## src/rtl/mant_div_if.sv

```systemverilog
// Handshake and operand/result bundle for the iterative mantissa divider.
interface mant_div_if #(
  parameter int MANT_W     = 24,
  parameter int EXTRA_BITS = 2
);
  localparam int N = MANT_W + EXTRA_BITS;

  logic              in_start;
  logic              in_kill;
  logic [MANT_W-1:0] in_dividend;
  logic [MANT_W-1:0] in_divisor;
  logic              out_busy;
  logic              out_valid;
  logic [N-1:0]      out_quot;
  logic              out_sticky;
  logic              out_div_by_zero;

  // Requester side (FP pipeline / testbench)
  modport master (
    output in_start, in_kill, in_dividend, in_divisor,
    input  out_busy, out_valid, out_quot, out_sticky, out_div_by_zero
  );

  // Divider side
  modport slave (
    input  in_start, in_kill, in_dividend, in_divisor,
    output out_busy, out_valid, out_quot, out_sticky, out_div_by_zero
  );
endinterface

```

## src/rtl/mant_div_iter.sv

```systemverilog
// Radix-2 restoring mantissa divider with counter-driven sequencer.
// One quotient bit per cycle, MSB first; N = MANT_W + EXTRA_BITS iterations.
//
// state | meaning
// ------+---------------------------------------------------------------
// IDLE  | waiting for start; operands captured on accepted start
// ITER  | one restoring-division step per cycle, busy asserted
// DONE  | one cycle; result registered to outputs, may accept next start
module mant_div_iter #(
  parameter int MANT_W     = 24,
  parameter int EXTRA_BITS = 2
) (
  input  logic       in_Clk,
  input  logic       in_Rst_N,
  mant_div_if.slave  bus
);
  localparam int N     = MANT_W + EXTRA_BITS;
  localparam int CNT_W = $clog2(N + 1);

  typedef enum logic [1:0] {
    IDLE = 2'd0,
    ITER = 2'd1,
    DONE = 2'd2
  } state_t;

  state_t            state;
  state_t            state_nxt;

  logic [MANT_W:0]   rem;
  logic [MANT_W-1:0] dvsr;
  logic [N-1:0]      quo;
  logic [CNT_W-1:0]  cnt;
  logic              dbz;

  logic              valid_q;
  logic [N-1:0]      quot_q;
  logic              sticky_q;
  logic              dbz_q;

  logic              accept;
  logic              iter_en;
  logic              done_fire;
  logic              div_zero;
  logic              rem_ge;
  logic [MANT_W-1:0] diff;

  assign div_zero = (bus.in_divisor == '0);
  assign rem_ge   = (rem >= {1'b0, dvsr});
  // When rem >= dvsr the true difference is below dvsr, so the low MANT_W
  // bits of the subtraction are exact and the shifted value still fits.
  assign diff     = rem[MANT_W-1:0] - dvsr;

  // State register
  always_ff @(posedge in_Clk or negedge in_Rst_N) begin
    if (!in_Rst_N) state <= IDLE;
    else           state <= state_nxt;
  end

  // Next-state and control strobes; kill overrides everything, including start
  always_comb begin
    state_nxt = state;
    accept    = 1'b0;
    iter_en   = 1'b0;
    done_fire = 1'b0;
    case (state)
      IDLE: begin
        if (bus.in_start) begin
          accept    = 1'b1;
          state_nxt = div_zero ? DONE : ITER;
        end
      end
      ITER: begin
        iter_en = 1'b1;
        if (cnt == CNT_W'(1)) state_nxt = DONE;
      end
      DONE: begin
        done_fire = 1'b1;
        if (bus.in_start) begin
          accept    = 1'b1;
          state_nxt = div_zero ? DONE : ITER;
        end else begin
          state_nxt = IDLE;
        end
      end
      default: state_nxt = IDLE;
    endcase
    if (bus.in_kill) begin
      state_nxt = IDLE;
      accept    = 1'b0;
      iter_en   = 1'b0;
      done_fire = 1'b0;
    end
  end

  // Operand capture and restoring-division datapath
  always_ff @(posedge in_Clk or negedge in_Rst_N) begin
    if (!in_Rst_N) begin
      rem  <= '0;
      dvsr <= '0;
      quo  <= '0;
      cnt  <= '0;
      dbz  <= 1'b0;
    end else if (accept) begin
      rem  <= {1'b0, bus.in_dividend};
      dvsr <= bus.in_divisor;
      quo  <= '0;
      cnt  <= CNT_W'(N);
      dbz  <= div_zero;
    end else if (iter_en) begin
      rem  <= rem_ge ? {diff, 1'b0} : {rem[MANT_W-1:0], 1'b0};
      quo  <= {quo[N-2:0], rem_ge};
      cnt  <= cnt - CNT_W'(1);
    end
  end

  // Result registers: updated only when DONE completes, held otherwise
  always_ff @(posedge in_Clk or negedge in_Rst_N) begin
    if (!in_Rst_N) begin
      valid_q  <= 1'b0;
      quot_q   <= '0;
      sticky_q <= 1'b0;
      dbz_q    <= 1'b0;
    end else begin
      valid_q <= done_fire;
      if (done_fire) begin
        quot_q   <= dbz ? '1 : quo;
        sticky_q <= dbz ? 1'b0 : (rem != '0);
        dbz_q    <= dbz;
      end
    end
  end

  assign bus.out_busy        = (state == ITER);
  assign bus.out_valid       = valid_q;
  assign bus.out_quot        = quot_q;
  assign bus.out_sticky      = sticky_q;
  assign bus.out_div_by_zero = dbz_q;

endmodule

```

## src/flat_wrapper.sv

```systemverilog
// flat-port wrapper written by rule: the top's interface ports become plain ports
module mant_div_iter_flat 
#(
  parameter int MANT_W     = 24,
  parameter int EXTRA_BITS = 2
)
  (in_Clk, in_Rst_N, bus_in_start, bus_in_kill, bus_in_dividend, bus_in_divisor, bus_out_busy, bus_out_valid, bus_out_quot, bus_out_sticky, bus_out_div_by_zero);
  mant_div_if #(.MANT_W(MANT_W), .EXTRA_BITS(EXTRA_BITS)) bus_i ();
  input  logic in_Clk;
  input  logic in_Rst_N;
  input wire logic [$bits(bus_i.in_start)-1:0] bus_in_start;
  input wire logic [$bits(bus_i.in_kill)-1:0] bus_in_kill;
  input wire logic [$bits(bus_i.in_dividend)-1:0] bus_in_dividend;
  input wire logic [$bits(bus_i.in_divisor)-1:0] bus_in_divisor;
  output wire logic [$bits(bus_i.out_busy)-1:0] bus_out_busy;
  output wire logic [$bits(bus_i.out_valid)-1:0] bus_out_valid;
  output wire logic [$bits(bus_i.out_quot)-1:0] bus_out_quot;
  output wire logic [$bits(bus_i.out_sticky)-1:0] bus_out_sticky;
  output wire logic [$bits(bus_i.out_div_by_zero)-1:0] bus_out_div_by_zero;
  assign bus_i.in_start = bus_in_start;
  assign bus_i.in_kill = bus_in_kill;
  assign bus_i.in_dividend = bus_in_dividend;
  assign bus_i.in_divisor = bus_in_divisor;
  assign bus_out_busy = bus_i.out_busy;
  assign bus_out_valid = bus_i.out_valid;
  assign bus_out_quot = bus_i.out_quot;
  assign bus_out_sticky = bus_i.out_sticky;
  assign bus_out_div_by_zero = bus_i.out_div_by_zero;
  mant_div_iter #(.MANT_W(MANT_W), .EXTRA_BITS(EXTRA_BITS)) u_core (.in_Clk(in_Clk), .in_Rst_N(in_Rst_N), .bus(bus_i));
endmodule
```

## config.mk

```make
export PLATFORM = sky130hd
export DESIGN_NAME = mant_div_iter_flat
export DESIGN_NICKNAME = d
export VERILOG_FILES = /design/src/rtl/mant_div_if.sv /design/src/rtl/mant_div_iter.sv /design/src/flat_wrapper.sv
export SDC_FILE = /design/constraint.sdc
export NUM_CORES = 1
export LEC_CHECK = 0
export ABC_AREA = 1
export BUFFER_PORTS_ARGS = -buffer_cell sky130_fd_sc_hd__buf_2
export CAP_MARGIN = 25
export CORE_ASPECT_RATIO = 0.5
export CORE_MARGIN = 8
export CORE_UTILIZATION = 28
export DETAILED_ROUTE_END_ITERATION = 16
export GPL_TIMING_DRIVEN = 0
export SLEW_MARGIN = 40
export SYNTH_ARGS = -nofsm -noshare
export SYNTH_HDL_FRONTEND = slang
export SYNTH_SLANG_ARGS = --single-unit
```

## constraint.sdc

```tcl
create_clock -name in_Clk -period 1.9 [get_ports in_Clk]
set_clock_uncertainty 0.1 [all_clocks]
set_input_delay 0.38 -clock in_Clk [delete_from_list [all_inputs] [get_ports in_Clk]]
set_output_delay 0.38 -clock in_Clk [all_outputs]
set_load 0.005 [all_outputs]
```

==> results.yml, run 1 <==
sta:
  slew_viol_final: 0
  finalWorstSetupSlack_ps: -312.3
  setup_viol: 25
  rsz0062_at_grt: "true"
  slew-limit-headroom_pct: 50.69
  hold_viol: 0
  worst_slew_pin_slew_ps: 739.7
  period_minus_slack_ps: 2212
  fmax_mhz: 452.0
  setup_tns_ps: -6562
  period_share_pct: 116.4
global_routing:
  top_usage_layer: "met2"
  grt_max_degree: 76
  grtUsageMet3_pct: 3.398
  grt_pass1_vias: 6909
  grtUsageMet1_pct: 18.30
  grtUsageTotal_pct: 14.93
  antenna_found_initial: 0
  grt_overflow: 0
  grt_pass1_wl_mm: 35.96
  gr-usage-met2_pct: 25.58
layout:
  area_growth_pct: 36.05
  fillers: 2444
  mostFrequentLayoutCell: "nand2_1"
  stdcell_area_um2: 9128
  ff_latch_area_um2: 2810
  instances_no_fill: 1417
  multi_input_area_um2: 3844
  n_antenna_cell: 0
  final_cell_mix: "222 x nand2_1, 164 x inv_1, 106 x dfrtp_1, 86 x buf_2, 55 x buf_4"
  layout-drive-gt1-share_pct: 31.22
  layout.nets: 1176
placement:
  io_buffer_count: 81
  placed_cell_area_um2: 7724
  routabilityCongestion: 0.9531
  dp.cells: 1344
  hpwlAfterDp_mm: 16.50
route:
  drt-initial-drc-count: 459
  vias_per_cell: 4.816
  wl_per_cell_um: 15.70
  first_pass_iters: 5
  vias: 6824
  antenna_left: 0
  drc: 0
  drt_wl_total_mm: 22.24
logic_synthesis:
  syn_area_um2: 6709
  synth_edf_count: 0
  avgSynthCellArea_um2: 7.084
  async_flop_share_pct: 100.0
  syn-num-nets: 1026
  ys_warn_count: 0
  ys_seq_area_share_pct: 41.78
  syn_inst: 947
  ys.flop_type: "dfrtp_1"
  synthDistinctLibCells: 36
  yosys_register_bits: 112
power:
  leakage_nw: 4.667
  peakVddDrop_mv: 0.6374
  finalPower_mw: 15.90
  p_per_area_nw_per_um2: 1742
critical_path:
  path_depth: 14
  path_delay_family: "simple AND/OR/NAND/NOR gates"
  cp.buffers_inverters: 2
  cp-end-kind: "flip-flop"
  path_max_fanout: 6
  critPathArrivalTime_ps: 2360
  crit_path_max_incr_delay_ps: 450
  critPathRequiredTime_ps: 2040
  reg2reg_slack_ps: -310
  path_cells: "ha_4, nand2_4, inv_2, nand2_2, nand2_4, nand2_4, nand3_4, a21oi_4, nand3_4, buf_6, nand2_2, nand3_2, nand2_2, nand2_1"
  worstSetupStartpointType: "flip-flop"
  crit_type: "reg -> reg"
  slowest_stage: "dfrtp_2"
  rr_worst_depth: 14
floorplan:
  ios: 82
  die_y_um: 125.5
  initial_core_util_pct: 28.22
  die-area_um2: 29470
  row_count: 40
  die_x_um: 234.9
  core_area_um2: 23770
min_path:
  hold_path_depth: 3
  hp-class: "in -> reg"
clock_tree:
  cts_tree: "yes"
  clock_latency_ps: 350
  cts_root_buf: "clkbuf_16"
  clock_path_buffers: 2
  cts_sinks: 112
  cts_inserted_buffers: 9
  htreeDepth: 3
  clk_pin_slew_ps: 80
run_status:
  violations: "negative setup slack"
  status: "complete, but fails checks"
run:
  drv_cap: 0
[kinds of logic after synthesis]
family | count (synthesis) | share of synthesized area, %
buffers and inverters | 219 | 12.64
XOR/XNOR | 10 | 1.306
adder cells (fa/ha/maj) | 27 | 5.147
flip-flops | 112 | 41.78
AO/OA/AOI/OAI | 119 | 9.773
AND/OR/NAND/NOR | 460 | 29.36
[per-stage QoR]
| stage | utilization (%) | setup WS, ps | hold slack (ps) |
|---|---|---|---|
| 3_3_place_gp | 32.33 | -1005 | 371.6 |
| 6_report | 38.39 | -312.3 | 150.3 |
| 3_5_place_dp | 32.49 | -492.0 | 174.6 |
| 5_1_grt | 38.39 | -406.4 | 151.5 |
| 2_1_floorplan | - | -84.17 | -15.59 |
| 4_1_cts | 37.08 | -289.4 | 136.1 |
[final timing paths]
path                                     from                       to
setup / recovery               u_core.rem[20]           u_core.rem[22]
hold / removal             bus_in_dividend[4]            u_core.rem[4]
setup reg to reg               u_core.rem[20]           u_core.rem[22]
hold reg to reg                 u_core.cnt[4]            u_core.cnt[4]
max in group asynchronous            in_Rst_N           u_core.rem[18]
min in group asynchronous            in_Rst_N  u_core.bus.out_quot[11]
[report_power, final]
part | internal (mW) | switching (mW)
registers | 3.11 | 0.551
clock network | 0.927 | 0.944
logic | 4.43 | 5.93
total | 8.47 | 7.43
[metal layers]
layer	vias to the layer above	part of all wire, %
li1	3286	-
met1	3319	43
met2	186	48
met3	33	6.7
met4	0	2.2
met5	-	0
[area by class of cell]
type                       instances  share of cell area [%]
tap                              315                   4.318
multi-input combinational        616                   42.11
timing repair buffer             139                   9.870
clock inverter                     6                  0.6717
clock buffer                      10                   2.509
sequential                       112                   30.79
inverter                         188                   7.745
buffer                            31                   1.988
[sequential cells by signal, summed over array words and instances (netlist names)]
register	count
u_core.cnt	5
u_core.quo	26
u_core.dbz	1
u_core.rem	25
u_core.bus.out_valid	1
u_core.bus.out_quot	26
u_core.dvsr	24
u_core.state	2
u_core.bus.out_sticky	1
u_core.bus.out_div_by_zero	1
[worst min-delay path, cell delays in order]
cell and delay, ps:
buf_2 80, nand2_1 50, nand3_2 60
[synthesized netlist by cell type (3+ instances only)]
cell / n / area (µm²)
ha_1: 26 / 325.3
xnor2_1: 9 / 78.83
o22ai_1: 26 / 162.7
nand2_2: 3 / 18.77
nor4_1: 6 / 37.54
a21oi_1: 39 / 195.2
buf_1: 4 / 15.01
nor2_2: 3 / 18.77
o21ai_0: 44 / 220.2
inv_1: 183 / 686.9
buf_2: 9 / 45.04
o21ai_1: 3 / 15.01
nand3_1: 59 / 295.3
inv_2: 3 / 11.26
nand4_1: 33 / 206.5
nor2_1: 66 / 247.7
clkbuf_1: 16 / 60.06
dfrtp_1: 112 / 2803
nor3_1: 7 / 35.03
nand2_1: 275 / 1032
[repair_timing]
action                                  in CTS  in global routing
resized for setup                          122                 70
gates cloned                                 2                  0
buffers inserted                            42                 12
hold buffers                                 1                  0
hold endpoints to repair                    37                  0
endpoints found under the setup margin      69                 68
pin swaps                                   37                 33
Power figures use the tool's default switching activity.
==> run 2: changes to the inputs <==
--- a/config.mk
+++ b/config.mk
@@ -13,6 +13,7 @@
 export CORE_UTILIZATION = 28
 export DETAILED_ROUTE_END_ITERATION = 16
 export GPL_TIMING_DRIVEN = 0
+export PLACE_DENSITY = 0.47
 export SLEW_MARGIN = 40
 export SYNTH_ARGS = -nofsm -noshare
 export SYNTH_HDL_FRONTEND = slang
==> run 2 against run 1 <==
Compared with the run above:
- the run still ends with negative setup slack left
- sequential power grew 2%
- count of clock-buffer cells in the layout shrank 1
- critical endpoint unchanged
- global-route usage grew 0.29 points
- largest cell class unchanged
- cell count shrank 0.71%
- critical path depth grew 1
- combinational power shrank 5%
==> results.yml, run 2 (synthesized netlist as in run 1, its figures left out) <==
critical_path:
  reg2reg_slack_ps: -330
  cpMostUsedCell: "nand2_4"
  rr_worst_depth: 15
  path_cells: "ha_1, buf_6, nand2_2, nand2_1, nand2_2, nand3_4, nand2_4, nand2_4, nand2_4, nand3_4, buf_8, nand2_4, nand3_2, nand2_1, nand2_1"
  crit_type: "reg -> reg"
  critPathRequiredTime_ps: 2050
  path_max_fanout: 7
  timing.rr.end: "u_core.rem[22]"
  crit_path_max_incr_delay_ps: 410
  slowest_stage: "dfrtp_1"
  endpoint: "u_core.rem[22]"
  critPathArrivalTime_ps: 2380
  cp-end-kind: "flip-flop"
  worstSetupStartpointType: "flip-flop"
  crit_start: "u_core.rem[2]"
  r2r_start: "u_core.rem[2]"
layout:
  stdcell_area_um2: 9027
  final_util_pct: 37.97
  area_growth_pct: 34.56
  n_antenna_cell: 0
  layout.nets: 1167
  mostFrequentLayoutCell: "nand2_1"
  layout-drive-gt1-share_pct: 29.85
  final_cell_mix: "228 x nand2_1, 156 x inv_1, 102 x dfrtp_1, 81 x buf_2, 57 x nor2_1"
  instances_no_fill: 1407
power:
  finalPower_mw: 15.49
  p_per_area_nw_per_um2: 1716
  leakage_nw: 4.608
  peakVddDrop_mv: 0.5452
route:
  first_pass_iters: 4
  vias_per_cell: 4.682
  vias: 6587
  antenna_left: 0
  wl_per_cell_um: 16.23
  drt-initial-drc-count: 363
  drc: 0
  drt_wl_total_mm: 22.84
global_routing:
  grt_overflow: 0
  grt_pass1_wl_mm: 35.91
  top_usage_layer: "met2"
  grt_pass1_vias: 6607
  grt_max_degree: 59
  gr-usage-met2_pct: 24.69
  antenna_found_initial: 0
  grtUsageTotal_pct: 15.22
  grtUsageMet1_pct: 20.33
  grtUsageMet3_pct: 2.258
sta:
  setup_viol: 25
  slew_viol_final: 0
  fmax_mhz: 448.1
  whs_ps: 146.6
  period_share_pct: 117.5
  finalWorstSetupSlack_ps: -331.6
  period_minus_slack_ps: 2232
  rsz0062_at_grt: "true"
  slew-limit-headroom_pct: 67.59
  hold_viol: 0
  setup_tns_ps: -7365
  worst_slew_pin_slew_ps: 486.1
run_status:
  status: "complete, but fails checks"
  violations: "negative setup slack"
placement:
  dp.cells: 1344
  preCtsSetupSlack_ps: -595.2
  routabilityCongestion: 0.9257
  placed_cell_area_um2: 7724
  hpwlAfterDp_mm: 17.06
  io_buffer_count: 81
floorplan:
  die_y_um: 125.5
  die-area_um2: 29470
  die_x_um: 234.9
  row_count: 40
  initial_core_util_pct: 28.22
  core_area_um2: 23770
  ios: 82
min_path:
  hp-class: "in -> reg"
clock_tree:
  clk_pin_slew_ps: 80
  clock_path_buffers: 2
  htreeDepth: 3
  clock_latency_ps: 360
  cts_tree: "yes"
  cts_sinks: 112
  cts_inserted_buffers: 9
  cts_root_buf: "clkbuf_16"
run:
  drv_cap: 0
run 2: power breakdown:
| group | switching [mW] | internal (mW) | leakage (nW) | total (mW) |
|---|---|---|---|---|
| Combinational | 5.69 | 4.19 | 3.08 | 9.88 |
| Sequential | 0.598 | 3.12 | 1.38 | 3.72 |
| Clock | 0.972 | 0.921 | 0.141 | 1.89 |
run 2: area by class of cell:
type / count / area (µm²)
Inverter: 188 / 706.9
Fill cell: 2492 / 14750
Clock buffer: 9 / 225.2
Timing Repair Buffer: 130 / 829.5
Clock inverter: 6 / 57.56
Multi-Input combinational cell: 616 / 3796
Buffer: 31 / 202.7
Sequential cell: 112 / 2815
Tap cell: 315 / 394.1
run 2: worst max-delay path, delay by kind of cell, from the launching register on:
kind,cells,cell delay [ps]
buffers and inverters,2,350
and+or+nand+nor,12,980
adders and majority gates,1,290
DFF,1,410
run 2: routing by layer:
| metal | vias up | part of all wire, % |
|---|---|---|
| met2 | 117 | 46 |
| met1 | 3169 | 48 |
| li1 | 3265 | - |
| met4 | 0 | 2.7 |
| met5 | - | 0 |
| met3 | 36 | 3.4 |
run 2: timing repair:
action | in CTS | in global routing
buffers inserted | 32 | 14
endpoints found under the hold margin | 57 | 0
gates resized for setup | 112 | 77
pin swaps | 29 | 28
setup endpoints to repair | 88 | 59
cloned | 1 | 0
hold buffers | 1 | 0
run 2: worst min path at each step:
stage                                      end                from  depth (start not counted)  slack, ps
floorplan           u_core.bus.out_div_by_zero            in_Rst_N                          0        -20
global placement               u_core.dvsr[23]     u_core.dvsr[23]                          2        370
detailed placement              u_core.quo[10]            in_Rst_N                          1        240
CTS                              u_core.rem[8]  bus_in_dividend[8]                          3        140
global route                     u_core.rem[4]  bus_in_dividend[4]                          3        140
finish                           u_core.rem[4]  bus_in_dividend[4]                          3        150
